$ cat config.mk
export PLATFORM = sky130hd
export DESIGN_NAME = lcm_8
export DESIGN_NICKNAME = d
export VERILOG_FILES = /design/src/rtl/lcm_pkg.sv /design/src/rtl/lcm_8_gcd_iter.sv /design/src/rtl/lcm_8.sv
export SDC_FILE = /design/constraint.sdc
export NUM_CORES = 1
export LEC_CHECK = 0
export ABC_AREA = 1
export ABC_CLOCK_PERIOD_IN_PS = 3380
export BUFFER_PORTS_ARGS = -buffer_cell sky130_fd_sc_hd__buf_2
export CAP_MARGIN = 20
export CORE_ASPECT_RATIO = 1.4
export CORE_MARGIN = 2
export CORE_UTILIZATION = 60
export CTS_BUF_LIST = sky130_fd_sc_hd__clkbuf_4 sky130_fd_sc_hd__clkbuf_8
export CTS_CLUSTER_SIZE = 40
export DETAILED_ROUTE_END_ITERATION = 10
export HOLD_SLACK_MARGIN = 0.06
export PLACE_DENSITY = 0.79
export SLEW_MARGIN = 20
export SYNTH_ARGS = -nofsm -noshare
export SYNTH_HDL_FRONTEND = slang
export SYNTH_SLANG_ARGS = --single-unit
$ cat constraint.sdc
create_clock -name clk -period 3.38 [get_ports clk]
set_input_delay 0.338 -clock clk [delete_from_list [all_inputs] [get_ports clk]]
set_output_delay 0.338 -clock clk [all_outputs]
set_load 0.01 [all_outputs]
$ cat src/rtl/lcm_pkg.sv
// Shared types and constants for the lcm_8 datapath and its GCD step engine.
package lcm_pkg;

  localparam int LCM_W = 8;
  localparam int ITER  = 8;

  typedef enum logic [2:0] {
    IDLE,
    GCD,
    DIV,
    MUL,
    DONE
  } state_t;

endpackage

$ cat src/rtl/lcm_8_gcd_iter.sv
// Subtractive Euclid engine: loads on start, one compare/subtract per cycle,
// done is combinational in the cycle x==y so the caller loses no edge.
module gcd_iter #(
  parameter int W = 8
) (
  input  logic         clk,
  input  logic         rst_n,
  input  logic         start,
  input  logic [W-1:0] a,
  input  logic [W-1:0] b,
  output logic         done,
  output logic [W-1:0] g
);

  logic [W-1:0] x, y;
  logic         busy;

  always_ff @(posedge clk or negedge rst_n) begin
    if (!rst_n) begin
      x    <= '0;
      y    <= '0;
      busy <= 1'b0;
    end else if (start) begin
      x    <= a;
      y    <= b;
      busy <= 1'b1;
    end else if (busy) begin
      if (x == y)     busy <= 1'b0;
      else if (x > y) x    <= x - y;
      else            y    <= y - x;
    end
  end

  assign done = busy && (x == y);
  assign g    = x;

endmodule

$ cat src/rtl/lcm_8.sv
// Sequential LCM: subtractive GCD, 8-step restoring divide A/g, 8-step shift-add q*B.
// Optional macro LCM_GCD_OUT_EN exposes the GCD as gcd_out.
module lcm_8
  import lcm_pkg::*;
#(
  parameter int W = LCM_W
) (
  input  logic           clk,
  input  logic           rst_n,
  input  logic           in_valid,
  output logic           in_ready,
  input  logic [W-1:0]   a,
  input  logic [W-1:0]   b,
  output logic           out_valid,
  input  logic           out_ready,
  output logic [2*W-1:0] out
`ifdef LCM_GCD_OUT_EN
  ,
  output logic [W-1:0]   gcd_out
`endif
);

  localparam int CW = $clog2(ITER);
  localparam logic [CW-1:0] LAST = CW'(ITER - 1);

  state_t state, state_nxt;

  logic [W-1:0]   ra, rb, g, q, rem, zero_g, gv;
  logic [2*W-1:0] mb;
  logic [CW-1:0]  cnt;
  logic           accept, zero_op, gstart, gdone;
  logic [W:0]     t;
  logic           t_ge;

  assign accept  = in_valid && in_ready;
  assign zero_op = (a == '0) || (b == '0);
  assign gstart  = accept && !zero_op;

`ifdef LCM_GCD_OUT_EN
  // gcd(0,x)=x; with one operand zero the OR is the other operand
  assign zero_g  = a | b;
  assign gcd_out = g;
`else
  assign zero_g  = '0;
`endif

  gcd_iter #(.W(W)) u_gcd (
    .clk   (clk),
    .rst_n (rst_n),
    .start (gstart),
    .a     (a),
    .b     (b),
    .done  (gdone),
    .g     (gv)
  );

  // restoring-divide trial: shift next dividend bit into the partial remainder
  assign t    = {rem, q[W-1]};
  assign t_ge = (t >= {1'b0, g});

  always_ff @(posedge clk or negedge rst_n) begin
    if (!rst_n) state <= IDLE;
    else        state <= state_nxt;
  end

  always_comb begin
    state_nxt = state;
    case (state)
      IDLE: if (accept)           state_nxt = zero_op ? DONE : GCD;
      GCD:  if (gdone)            state_nxt = DIV;
      DIV:  if (cnt == LAST)      state_nxt = MUL;
      MUL:  if (cnt == LAST)      state_nxt = DONE;
      DONE: if (out_ready)        state_nxt = IDLE;
      default:                    state_nxt = IDLE;
    endcase
  end

  always_comb begin
    in_ready  = (state == IDLE);
    out_valid = (state == DONE);
  end

  always_ff @(posedge clk or negedge rst_n) begin
    if (!rst_n) begin
      ra  <= '0;
      rb  <= '0;
      g   <= '0;
      q   <= '0;
      rem <= '0;
      mb  <= '0;
      cnt <= '0;
      out <= '0;
    end else begin
      case (state)
        IDLE: if (accept) begin
          ra <= a;
          rb <= b;
          if (zero_op) begin
            out <= '0;
            g   <= zero_g;
          end
        end
        GCD: if (gdone) begin
          g   <= gv;
          q   <= ra;
          rem <= '0;
          cnt <= '0;
        end
        DIV: begin
          q   <= {q[W-2:0], t_ge};
          rem <= t_ge ? (t[W-1:0] - g) : t[W-1:0];
          cnt <= cnt + 1'b1;
          if (cnt == LAST) begin
            out <= '0;
            mb  <= {{W{1'b0}}, rb};
          end
        end
        MUL: begin
          out <= out + (q[0] ? mb : '0);
          q   <= q >> 1;
          mb  <= mb << 1;
          cnt <= cnt + 1'b1;
        end
        default: ;
      endcase
    end
  end

endmodule

==> key figures, run 1 <==
Run status
  – Outcome: complete, no violations

Global routing
  – Largest net degree at the start of global routing: 55
  – Global route hottest layer: met2
  – Vias in the first global route: 5694
  – Total GRT Usage: 28.3%
  – Congestion Overflow GR: 0
  – GR Util met3: 4.45%
  – Met2 Use GR: between 50% and 60%
  – GR met1 Demand/Resource: about 33%
  – Initial antenna violation count: 0
  – First-pass GRT wire length: 26.2 mm

Placed design
  – Gpl congestion: 0.993
  – Hpwl dp: 11.9 mm
  – Placed Instance Area: 0.00673 mm^2
  – Port bufs: 37

Final layout
  – Share of layout cells above drive strength 1: 8.61%
  – Area taken by multi-input logic gates: 0.00332 mm^2
  – Design area: 0.00697 mm^2
  – P&R area growth vs syn: 7.76%
  – N_diodes: 0
  – Final net count: 1023
  – Register area: approximately 0.0024 mm^2
  – Fill count: 1000

Routing
  – Drt pass-1 iters: 6
  – Avg WL per Cell: 14.1 um
  – Vias per cell: 5.28
  – DRC errors left: 0
  – Antenna viol nets, final: 0
  – Routed WL: 15.5 mm
  – Vias: 5823
  – DR iter-0 viols: between 400 and 500

Floorplanning
  – Row cnt: 44
  – Ports: 38
  – Starting Density: 61.8%
  – Die Y: 127 um
  – Chip Width: 91.7 um
  – CORE AREA: ~0.010 mm^2
  – DIE AREA: 0.0116 mm^2

Power and ir drop
  – Max IR drop VDD: approximately 0.73 mV
  – P per Cell Area: between 1000 and 1500 mW/mm^2
  – Leakage power: 0.00406 uW

Logic synthesis
  – Post-synth top area share: 36.8%
  – Post-Synthesis Cells: 927
  – Total number of yosys warnings: 0
  – Synth unique cells: 40
  – Asr flop ratio synth: 100%
  – Synth Register Bits: 95
  – Area leader, netlist: dfrtp_1
  – Seq/Total Area, Yosys: 36.8%
  – Mapped Nets: between 900 and 1000
  – Post-Syn Area: 0.00647 mm^2
  – Synth Flop Type: dfrtp_1
  – Mean Syn Cell Area: around 7 um^2
  – EDFF count, synth: 0
  – Most area-consuming cells after synthesis: dfrtp_1 37%, nand2_1 19%, inv_1 9.5%, ha_1 7.7%, nand3_1 4.8%

Worst setup path
  – Req. time, crit path: 3660 ps
  – Setup crit end kind: flop
  – Slowest cell delay on critical path: ~570 ps
  – Critical path class: reg2reg
  – Top cell by count, worst path: nand2_1
  – Crit. Startpoint: u_gcd.g[0]$_DFFE_PN0P_
  – CP delay by family, top: compound AO/OA/AOI/OAI gates
  – Crit-path max FO: 11
  – Crit-path cells: inv_1 -> ha_1 -> fa_1 -> inv_1 -> nand2_1 -> nand2_1 -> a21oi_1 -> o21ai_1 -> inv_1 -> nand2_1 -> nand2_1
  – CP Data Arrival Time: 2800 ps
  – CP max stage cell: o21ai_1
  – FF-to-FF Start: u_gcd.g[0]$_DFFE_PN0P_
  – CP Launch Type: flop
  – CP bufs+invs: 3

CTS
  – Post-CTS resize count: 0
  – CTS H-tree depth: 3
  – Clock-pin slew on the worst setup and hold paths: 100 ps
  – Hold-fix buffers at CTS: 1
  – # Post-CTS Setup Buffers: 0
  – Clk buf depth: 2
  – Clock latency on the worst-skew pair: 380 ps
  – CTS tree: done
  – CTS buffer count: 9
  – CTS sink cnt: 95
  – Root buf cell: clkbuf_8

STA
  – Setup TNS: 0 ps
  – Final setup viols: 0
  – Final Critical Period: 2510 ps
  – F_max: 398 MHz
  – Slew Viols, Final: 0
  – Worst-Margin Slew: 885 ps
  – RSZ-0062 raised after global routing: false
  – Final Hold Fails: 0
  – Tcrit/Tclk final: 74.4%
  – Clock Skew: 11.6 ps
  – Relative slew slack: roughly two fifths

Worst hold path
  – Worst Hold Class: in2reg
  – Worst hold start: b[4]

Flow run
  – Max-cap violations: 0
## path summary, 6_finish.rpt
path	slack, ps	depth (start not counted)	endpoint
max in group asynchronous	2080	3	ra[3]$_DFFE_PN0P_
hold / removal	190	3	rb[4]$_DFFE_PN0P_
setup reg to reg	870	11	u_gcd.g[4]$_DFFE_PN0P_
hold reg to reg	480	2	rb[1]$_DFFE_PN0P_
min in group asynchronous	520	2	out[1]$_DFFE_PN0P_
setup / recovery	870	11	u_gcd.g[4]$_DFFE_PN0P_
## metal layers
layer | wire length (um) | share of wire (%) | vias to the layer above
met2 | 8050 | 52 | 149
met5 | 0 | 0 | -
met4 | 543 | 3.5 | 0
met1 | 6280 | 40 | 2677
met3 | 646 | 4.2 | 38
li1 | - | - | 2959
## report_power, final
part	switching [uW]	internal [uW]	leakage, uW	total, uW
combinational	2810	1480	0.00278	4290
sequential	355	1640	0.00117	1990
clock	435	441	0.000113	876
total	3600	3560	0.00406	7160
## cell type report
type / instances / area share [%]
clock buffers: 10 / 1.98
inverters: 167 / 9.07
multi-input cells: 643 / 47.7
clock inverters: 6 / 1.29
repair buffers: 43 / 3.38
well taps: 138 / 2.48
flip-flops and latches: 95 / 34.1
## cells in the final DEF (no fill, tap or decap), types with 2 or more instances in the layout
master     netlist  routed
a21oi_1         29      29
and2_1           2       2
buf_2           11      36
buf_4            1       6
bufinv_16        0       2
clkbuf_8         1      10
dfrtp_1         95      95
fa_1             4       4
ha_1            40      40
inv_1          163     163
inv_2            3       3
inv_6            0       2
nand2_1        326     326
nand2_2          5       5
nand3_1         62      62
nand3_2          2       2
nand3b_1         4       4
nand4_1         14      14
nor2_1          38      38
nor2_4           5       5
nor3_1           4       4
o21ai_0         61      61
o21ai_1          2       2
o21ai_2          2       2
o22ai_1         21      21
or2_2            2       2
xnor2_1          7       7
xor2_1           4       4
## cell usage after synthesis (all sizes together), types with 7 or more instances
cell type	number
nor2	43
a21oi	30
buf	15
o21ai	65
nand3	64
clkbuf	7
inv	166
nand4	15
nand2	332
ha	40
o22ai	21
xnor2	7
dfrtp	95
## kinds of logic after synthesis
family          Yosys count  share of synthesized area (%)
fa+ha+maj                44                           8.98
xor+xnor                 11                           1.49
buf+inv                 189                           11.8
compound gates          120                           10.1
simple gates            468                           30.8
flops                    95                           36.8
## flip-flops by register name (all words and copies together), names as in the netlist, 8 cells and up
name,flops
mb,16
out,16
g,8
q,8
ra,8
rb,8
rem,8
u_gcd.g,8
u_gcd.y,8
## worst register-to-register path, cell delays in order (launching register included)
cell and delay (ps):
dfrtp_1 370, inv_1 70, ha_1 220, fa_1 360, inv_1 90, nand2_1 60, nand2_1 130, a21oi_1 110
o21ai_1 570, inv_1 270, nand2_1 120, nand2_1 50
## stage by stage
step / hold slack (ps) / worst slack, ps / util, % / cells / total power [uW]
6_report: 189 / 867 / 66.6 / 1102 / 7160
5_1_grt: 199 / 692 / 66.6 / 1102 / 7890
4_1_cts: 188 / 915 / 66.6 / 1102 / 7150
3_5_place_dp: 425 / 927 / 64.3 / 1085 / 6250
3_3_place_gp: 422 / 1000 / 64.3 / 1085 / 6180
2_1_floorplan: 42.4 / 1280 / - / 927 / 5300
No activity file was read; power rests on OpenSTA's default activity.
==> inputs of run 2 (changes only) <==
--- a/config.mk
+++ b/config.mk
@@ -6,17 +6,17 @@
 export NUM_CORES = 1
 export LEC_CHECK = 0
 export ABC_AREA = 1
-export ABC_CLOCK_PERIOD_IN_PS = 3380
+export ABC_CLOCK_PERIOD_IN_PS = 2300
 export BUFFER_PORTS_ARGS = -buffer_cell sky130_fd_sc_hd__buf_2
 export CAP_MARGIN = 20
 export CORE_ASPECT_RATIO = 1.4
 export CORE_MARGIN = 2
-export CORE_UTILIZATION = 60
+export CORE_UTILIZATION = 58
 export CTS_BUF_LIST = sky130_fd_sc_hd__clkbuf_4 sky130_fd_sc_hd__clkbuf_8
 export CTS_CLUSTER_SIZE = 40
 export DETAILED_ROUTE_END_ITERATION = 10
 export HOLD_SLACK_MARGIN = 0.06
-export PLACE_DENSITY = 0.79
+export PLACE_DENSITY = 0.8
 export SLEW_MARGIN = 20
 export SYNTH_ARGS = -nofsm -noshare
 export SYNTH_HDL_FRONTEND = slang
==> constraint.sdc (replaced) <==
create_clock -name clk -period 2.3 [get_ports clk]
set_input_delay 0.23 -clock clk [delete_from_list [all_inputs] [get_ports clk]]
set_output_delay 0.23 -clock clk [all_outputs]
set_load 0.01 [all_outputs]
==> run 2 against run 1 <==
Compared with the run above: first-iteration DRC count shrank 6.8%; die area grew 3.3%; cell count grew 1.3%; critical path depth grew 2; wire length grew 0.45%; maximum frequency grew 19%; worst hold slack lost 120 ps; clock skew is essentially flat; power grew 50%; non-clock buffer count grew 11; register-to-register slack lost 670 ps; largest cell class unchanged.
==> key figures, run 2 (same netlist as run 1, synthesis figures left out) <==
Final layout
  – Most frequent cells in the layout: 326 x nand2_1, 163 x inv_1, 95 x dfrtp_1
  – Largest regs: mb: 16 flops, out: 16 flops
  – Final net count: 1034
  – P&R area growth vs syn: 9.50%
  – Share of layout cells above drive strength 1: 9.74%
  – Fill count: 999
  – N_diodes: 0
  – Most common cell after layout, fill and taps aside: nand2_1

Placed design
  – Gpl congestion: just over 0.9
  – Hpwl dp: 12.3 mm
  – Port bufs: 37

STA
  – Final setup viols: 0
  – Tcrit/Tclk final: just over 90%
  – Slew Viols, Final: 0
  – Worst-Margin Slew: between 500 and 600 ps
  – Setup TNS: 0 ps
  – Clock Skew: 11.5 ps
  – Relative slew slack: 65.6%
  – Final Hold Fails: 0
  – Final Critical Period: around 2100 ps
  – RSZ-0062 raised after global routing: false
  – Worst hold slack: 71.4 ps
  – F_max: 475 MHz

Worst setup path
  – Crit. Startpoint: q[0]$_DFFE_PN0P_
  – CP delay by family, top: simple AND/OR/NAND/NOR gates
  – Stages on worst setup path: 13
  – CP bufs+invs: 3
  – R2r endpoint: out[12]$_DFFE_PN0P_
  – CP Launch Type: flop
  – Top cell by count, worst path: nand3_1
  – Critical path class: reg2reg
  – Crit-path cells: nand2_1 -> inv_1 -> ha_1 -> inv_1 -> fa_1 -> inv_1 -> nand3_1 -> nand3_1 -> nand3_1 -> nand3_1 -> nand2_1 -> nand3_1 -> nand2_1
  – R2R depth: 13
  – Reg2Reg Setup Slack: 190 ps
  – CP max stage cell: dfrtp_1
  – CP Data Arrival Time: 2380 ps
  – Slowest cell delay on critical path: roughly 520 ps
  – Req. time, crit path: 2580 ps
  – Crit-path max FO: 9
  – Setup crit end: out[12]$_DFFE_PN0P_
  – Setup crit end kind: flop
  – FF-to-FF Start: q[0]$_DFFE_PN0P_

Routing
  – Routed WL: 15.6 mm
  – DRC errors left: 0
  – DR iter-0 viols: 382
  – Vias per cell: 5.32
  – Avg WL per Cell: 14.0 um
  – Vias: 5942
  – Drt pass-1 iters: 8
  – Antenna viol nets, final: 0

Power and ir drop
  – Comb pwr share: between 60 and 70%
  – Switch share: 49.6%
  – Leakage power: approximately 0.0041 uW
  – Flop pwr share: 27.1%
  – Max IR drop VDD: 1.06 mV
  – Final Total Pwr: 10800 uW
  – Clk pwr share: 12.1%
  – Sw power: 5340 uW
  – Pint: 5430 uW
  – P per Cell Area: 1520 mW/mm^2

Floorplanning
  – Row cnt: 45
  – Chip Width: 93.2 um
  – Starting Density: 59.5%
  – DIE AREA: around 0.012 mm^2
  – CORE AREA: 0.0109 mm^2
  – Die Y: 129 um
  – Ports: 38

Worst hold path
  – Worst Hold Class: in2reg

CTS
  – Root buf cell: clkbuf_8
  – CTS H-tree depth: 3
  – CTS buffer count: 9
  – CTS sink cnt: 95
  – Clock-pin slew on the worst setup and hold paths: 100 ps
  – Clk buf depth: 2
  – Clock latency on the worst-skew pair: 380 ps
  – CTS tree: done

Global routing
  – Total GRT Usage: 27.7%
  – Congestion Overflow GR: 0
  – Vias in the first global route: 5868
  – Largest net degree at the start of global routing: 47
  – First-pass GRT wire length: 26.3 mm
  – Initial antenna violation count: 0

Run status
  – Outcome: complete, no violations

Flow run
  – Max-cap violations: 0
-- run 2: changes by cell type in the layout (fill, tap and decap cells not counted) --
cell and change:
buf_12 +1, buf_4 +10, clkbuf_8 +1, clkinv_2 -1, clkinv_4 +1, clkinvlp_4 -1, o21ai_1 -1, o21ai_2 +1
-- run 2: power by group through the flow --
stage               registers, uW  logic (uW)  clock network [uW]
global route                 2990        7510                1370
detailed placement           2940        6480                   0
finish                       2910        6550                1300
global placement             2920        6360                   0
CTS                          2910        6520                1310
floorplan                    2810        4980                   0
-- run 2: per-stage QoR --
stage / instance area [um^2] / utilization [%] / instances / worst slack, ps
global placement: 6830 / 62.8 / 1099 / 222
finish: 7080 / 65.2 / 1116 / 193
floorplan: 6470 / - / 927 / 203
detailed placement: 6830 / 62.8 / 1099 / 235
global route: 7080 / 65.2 / 1116 / 10.7
CTS: 7080 / 65.1 / 1116 / 188
-- run 2: repair_timing --
item	CTS	global route
endpoints found under the setup margin	0	1
hold buffers	1	0
endpoints found under the hold margin	24	0
resized for setup	0	1
buffers inserted	0	0
-- run 2: final cells by class --
| type | count | area [um^2] | area share (%) |
|---|---|---|---|
| Clock buffer | 11 | 151 | 2.14 |
| Timing Repair Buffer | 54 | 330 | 4.67 |
| Tap cell | 141 | 176 | 2.49 |
| Inverter | 167 | 632 | 8.92 |
| Clock inverter | 5 | 86.3 | 1.22 |
| Multi-Input combinational cell | 643 | 3330 | 47.0 |
| Sequential cell | 95 | 2380 | 33.6 |
-- run 2: how the worst min path moves through the flow --
stage | cells after the start | from | to | slack (ps)
2_1_floorplan | 0 | rst_n | cnt[0]$_DFFE_PN0P_ | -70
3_3_place_gp | 1 | rst_n | out[3]$_DFFE_PN0P_ | 170
3_5_place_dp | 1 | rst_n | out[4]$_DFFE_PN0P_ | 170
4_1_cts | 3 | a[2] | ra[2]$_DFFE_PN0P_ | 70
5_1_grt | 3 | a[2] | ra[2]$_DFFE_PN0P_ | 90
6_report | 3 | a[2] | ra[2]$_DFFE_PN0P_ | 70
-- run 2: routing by layer --
layer | share of wire, % | GRT usage, %
met1 | 40 | 31.4
met2 | 53 | 50.7
met3 | 3.8 | 3.51
met4 | 3.8 | 14.0
met5 | 0 | 0
-- run 2: worst min-delay path, stage by stage --
cell,delay (ps)
buf_2,90
nand2_1,40
o21ai_0,60
==> inputs of run 3 (changes only) <==
--- a/config.mk
+++ b/config.mk
@@ -9,14 +9,16 @@
 export ABC_CLOCK_PERIOD_IN_PS = 2300
 export BUFFER_PORTS_ARGS = -buffer_cell sky130_fd_sc_hd__buf_2
 export CAP_MARGIN = 20
-export CORE_ASPECT_RATIO = 1.4
+export CORE_ASPECT_RATIO = 0.6
 export CORE_MARGIN = 2
 export CORE_UTILIZATION = 58
 export CTS_BUF_LIST = sky130_fd_sc_hd__clkbuf_4 sky130_fd_sc_hd__clkbuf_8
 export CTS_CLUSTER_SIZE = 40
 export DETAILED_ROUTE_END_ITERATION = 10
 export HOLD_SLACK_MARGIN = 0.06
+export MAX_ROUTING_LAYER = met4
 export PLACE_DENSITY = 0.8
+export SETUP_SLACK_MARGIN = 0.5
 export SLEW_MARGIN = 20
 export SYNTH_ARGS = -nofsm -noshare
 export SYNTH_HDL_FRONTEND = slang
==> run 3 against run 2 <==
Compared with the run above: cell count up 4.9%; largest power group unchanged; clock power about the same; first-iteration DRC count rose to 2.7 times the previous value; worst hold slack better by 3.2 ps; combinational power up 50%; worst setup slack better by 81 ps; global-route usage up 4.4 points; die area up 0.13%; sequential power up 5%; power up 32%; core utilization up 14 points; largest cell class unchanged.
==> key figures, run 3 (same netlist as run 1, synthesis figures left out) <==
Power and ir drop
  – Pint: between 7000 and 8000 uW
  – Clk pwr share: a little over 9%
  – Sw power: 7160 uW
  – Max IR drop VDD: 0.758 mV
  – Leakage power: 0.00448 uW
  – P per Cell Area: 1680 mW/mm^2
  – Switch share: 50.4%
  – Flop pwr share: 21.5%
  – Comb pwr share: between 60 and 70%

Worst setup path
  – CP bufs+invs: 3
  – FF-to-FF Start: q[0]$_DFFE_PN0P_
  – Crit-path max FO: 7
  – Setup crit end: out[10]$_DFFE_PN0P_
  – Req. time, crit path: 2570 ps
  – R2R depth: 13
  – Critical path class: reg2reg
  – Crit-path cells: nand2_2 -> inv_2 -> ha_4 -> inv_2 -> fa_2 -> inv_2 -> nand4_1 -> nand2_2 -> nand2_2 -> nand2_1 -> nand2_1 -> nand3_2 -> nand2_2
  – CP Launch Type: flop
  – Slowest cell delay on critical path: 500 ps
  – Crit. Startpoint: q[0]$_DFFE_PN0P_
  – CP max stage cell: dfrtp_2
  – R2r endpoint: out[10]$_DFFE_PN0P_
  – CP delay by family, top: simple AND/OR/NAND/NOR gates
  – Reg2Reg Setup Slack: roughly 270 ps
  – Setup crit end kind: flop
  – CP Data Arrival Time: approximately 2300 ps
  – Top cell by count, worst path: nand2_2
  – Stages on worst setup path: 13

Placed design
  – Placed Instance Area: 0.00688 mm^2
  – Pre-CTS setup slack: 207 ps
  – Gpl congestion: 0.968
  – Port bufs: 37
  – Hpwl dp: around 12 mm

Floorplanning
  – Ports: 38
  – DIE AREA: 0.0120 mm^2
  – Chip Width: 140 um
  – Row cnt: 29
  – Starting Density: 60.4%
  – CORE AREA: between 0.01 and 0.015 mm^2
  – Die Y: about 86 um

Final layout
  – P&R area growth vs syn: 30.5%
  – Final net count: approximately 1100
  – Most frequent cells in the layout: 269 x nand2_1, 133 x inv_1, 90 x dfrtp_1
  – Fill count: 649
  – N_diodes: 0
  – Most common cell after layout, fill and taps aside: nand2_1
  – Final core utilization: 78.8%
  – Design area: approximately 0.0084 mm^2
  – Share of layout cells above drive strength 1: 31.3%
  – Largest regs: mb: 16 flops, out: 16 flops

CTS
  – Root buf cell: clkbuf_8
  – CTS buffer count: 9
  – CTS H-tree depth: 3
  – CTS sink cnt: 95
  – Clk buf depth: 2
  – Clock latency on the worst-skew pair: 380 ps
  – CTS tree: done
  – Clock-pin slew on the worst setup and hold paths: 110 ps

Routing
  – Avg WL per Cell: 17.9 um
  – Met1 wire length: 9.12 mm
  – Drt pass-1 iters: 6
  – Uppermost layer routed: met4
  – DR iter-0 viols: 1046
  – DRC errors left: 0
  – Routed WL: approximately 21 mm
  – Vias: 6834
  – Vias per cell: 5.84
  – Antenna viol nets, final: 0
  – Met2 wire length: 8.82 mm
  – Detail Route met3 WL: 2.45 mm

Global routing
  – Congestion Overflow GR: 0
  – First-pass GRT wire length: 29.5 mm
  – Vias in the first global route: 5756
  – Initial antenna violation count: 0
  – Largest net degree at the start of global routing: 59
  – Total GRT Usage: around a third

STA
  – Tcrit/Tclk final: 88.1%
  – Final setup viols: 0
  – Slew Viols, Final: 0
  – Clock Skew: 18.8 ps
  – Post-route setup slack: 274 ps
  – Setup TNS: 0 ps
  – RSZ-0062 raised after global routing: true
  – Final Hold Fails: 0
  – Final Critical Period: 2030 ps
  – F_max: just under 500 MHz
  – Worst-Margin Slew: 507 ps
  – Relative slew slack: 66.2%

Run status
  – Outcome: complete, no violations

Worst hold path
  – Worst Hold Class: in2reg

Flow run
  – Max-cap violations: 0
## run 3: cell count changes in the layout (fill, tap and decap cells not counted), moves of 29 or more
cell     previous run  this run
inv_1             163       133
nand2_1           326       269
ha_4                0        29
nand2_2             5        52
ha_1               40        10
buf_4              16        55
## run 3: tightest hold or removal path, delay by kind of cell
kind | cells | cell delay [ps]
buf+inv | 1 | 100
compound gates | 1 | 60
simple gates | 1 | 50
## run 3: per-stage QoR
stage	total power (uW)	instances	hold WS (ps)
after floorplan	7820	927	-65.6
after global placement	9400	1101	239
after detailed placement	9520	1101	237
after CTS	12200	1148	84.8
after global routing	15100	1171	104
final	14200	1171	74.6
## run 3: how the worst min path moves through the flow
stage                from  depth (start not counted)                  to
floorplan           rst_n                          0  cnt[0]$_DFFE_PN0P_
global placement    rst_n                          1    q[1]$_DFFE_PN0P_
detailed placement  rst_n                          1    q[1]$_DFFE_PN0P_
CTS                  b[4]                          3   rb[4]$_DFFE_PN0P_
global route         a[0]                          3   ra[0]$_DFFE_PN0P_
finish               b[4]                          3   rb[4]$_DFFE_PN0P_
## run 3: final cells by class
type	instances	area, um^2	area share [%]
Inverter	167	643	7.62
Clock buffer	10	138	1.63
Timing Repair Buffer	108	801	9.49
Clock inverter	6	90.1	1.07
Tap cell	139	174	2.06
Timing Repair inverter	1	6.26	0.0741
Multi-Input combinational cell	645	4200	49.8
Sequential cell	95	2380	28.2
## run 3: repair_timing
action                                 4_1_cts  5_1_grt
pin swaps                                   22       53
buffers inserted                            27       22
endpoints found under the hold margin       37        0
hold buffers                                 1        0
gates resized for setup                    120      124
cloned                                       3        1
setup endpoints to repair                   55       57
## run 3: power by group through the flow
stage / combinational [uW] / sequential, uW / clock, uW
after global routing: 10700 / 3100 / 1370
after detailed placement: 6580 / 2940 / 0
after global placement: 6480 / 2920 / 0
after floorplan: 5010 / 2810 / 0
final: 9850 / 3050 / 1300
after CTS: 7950 / 2950 / 1290
## run 3: metal layers
metal / GRT usage (%) / vias to the layer above
met5: - / -
met4: 7.07 / 0
met3: 6.70 / 67
met2: 43.0 / 497
met1: 49.5 / 3164
li1: - / 3106
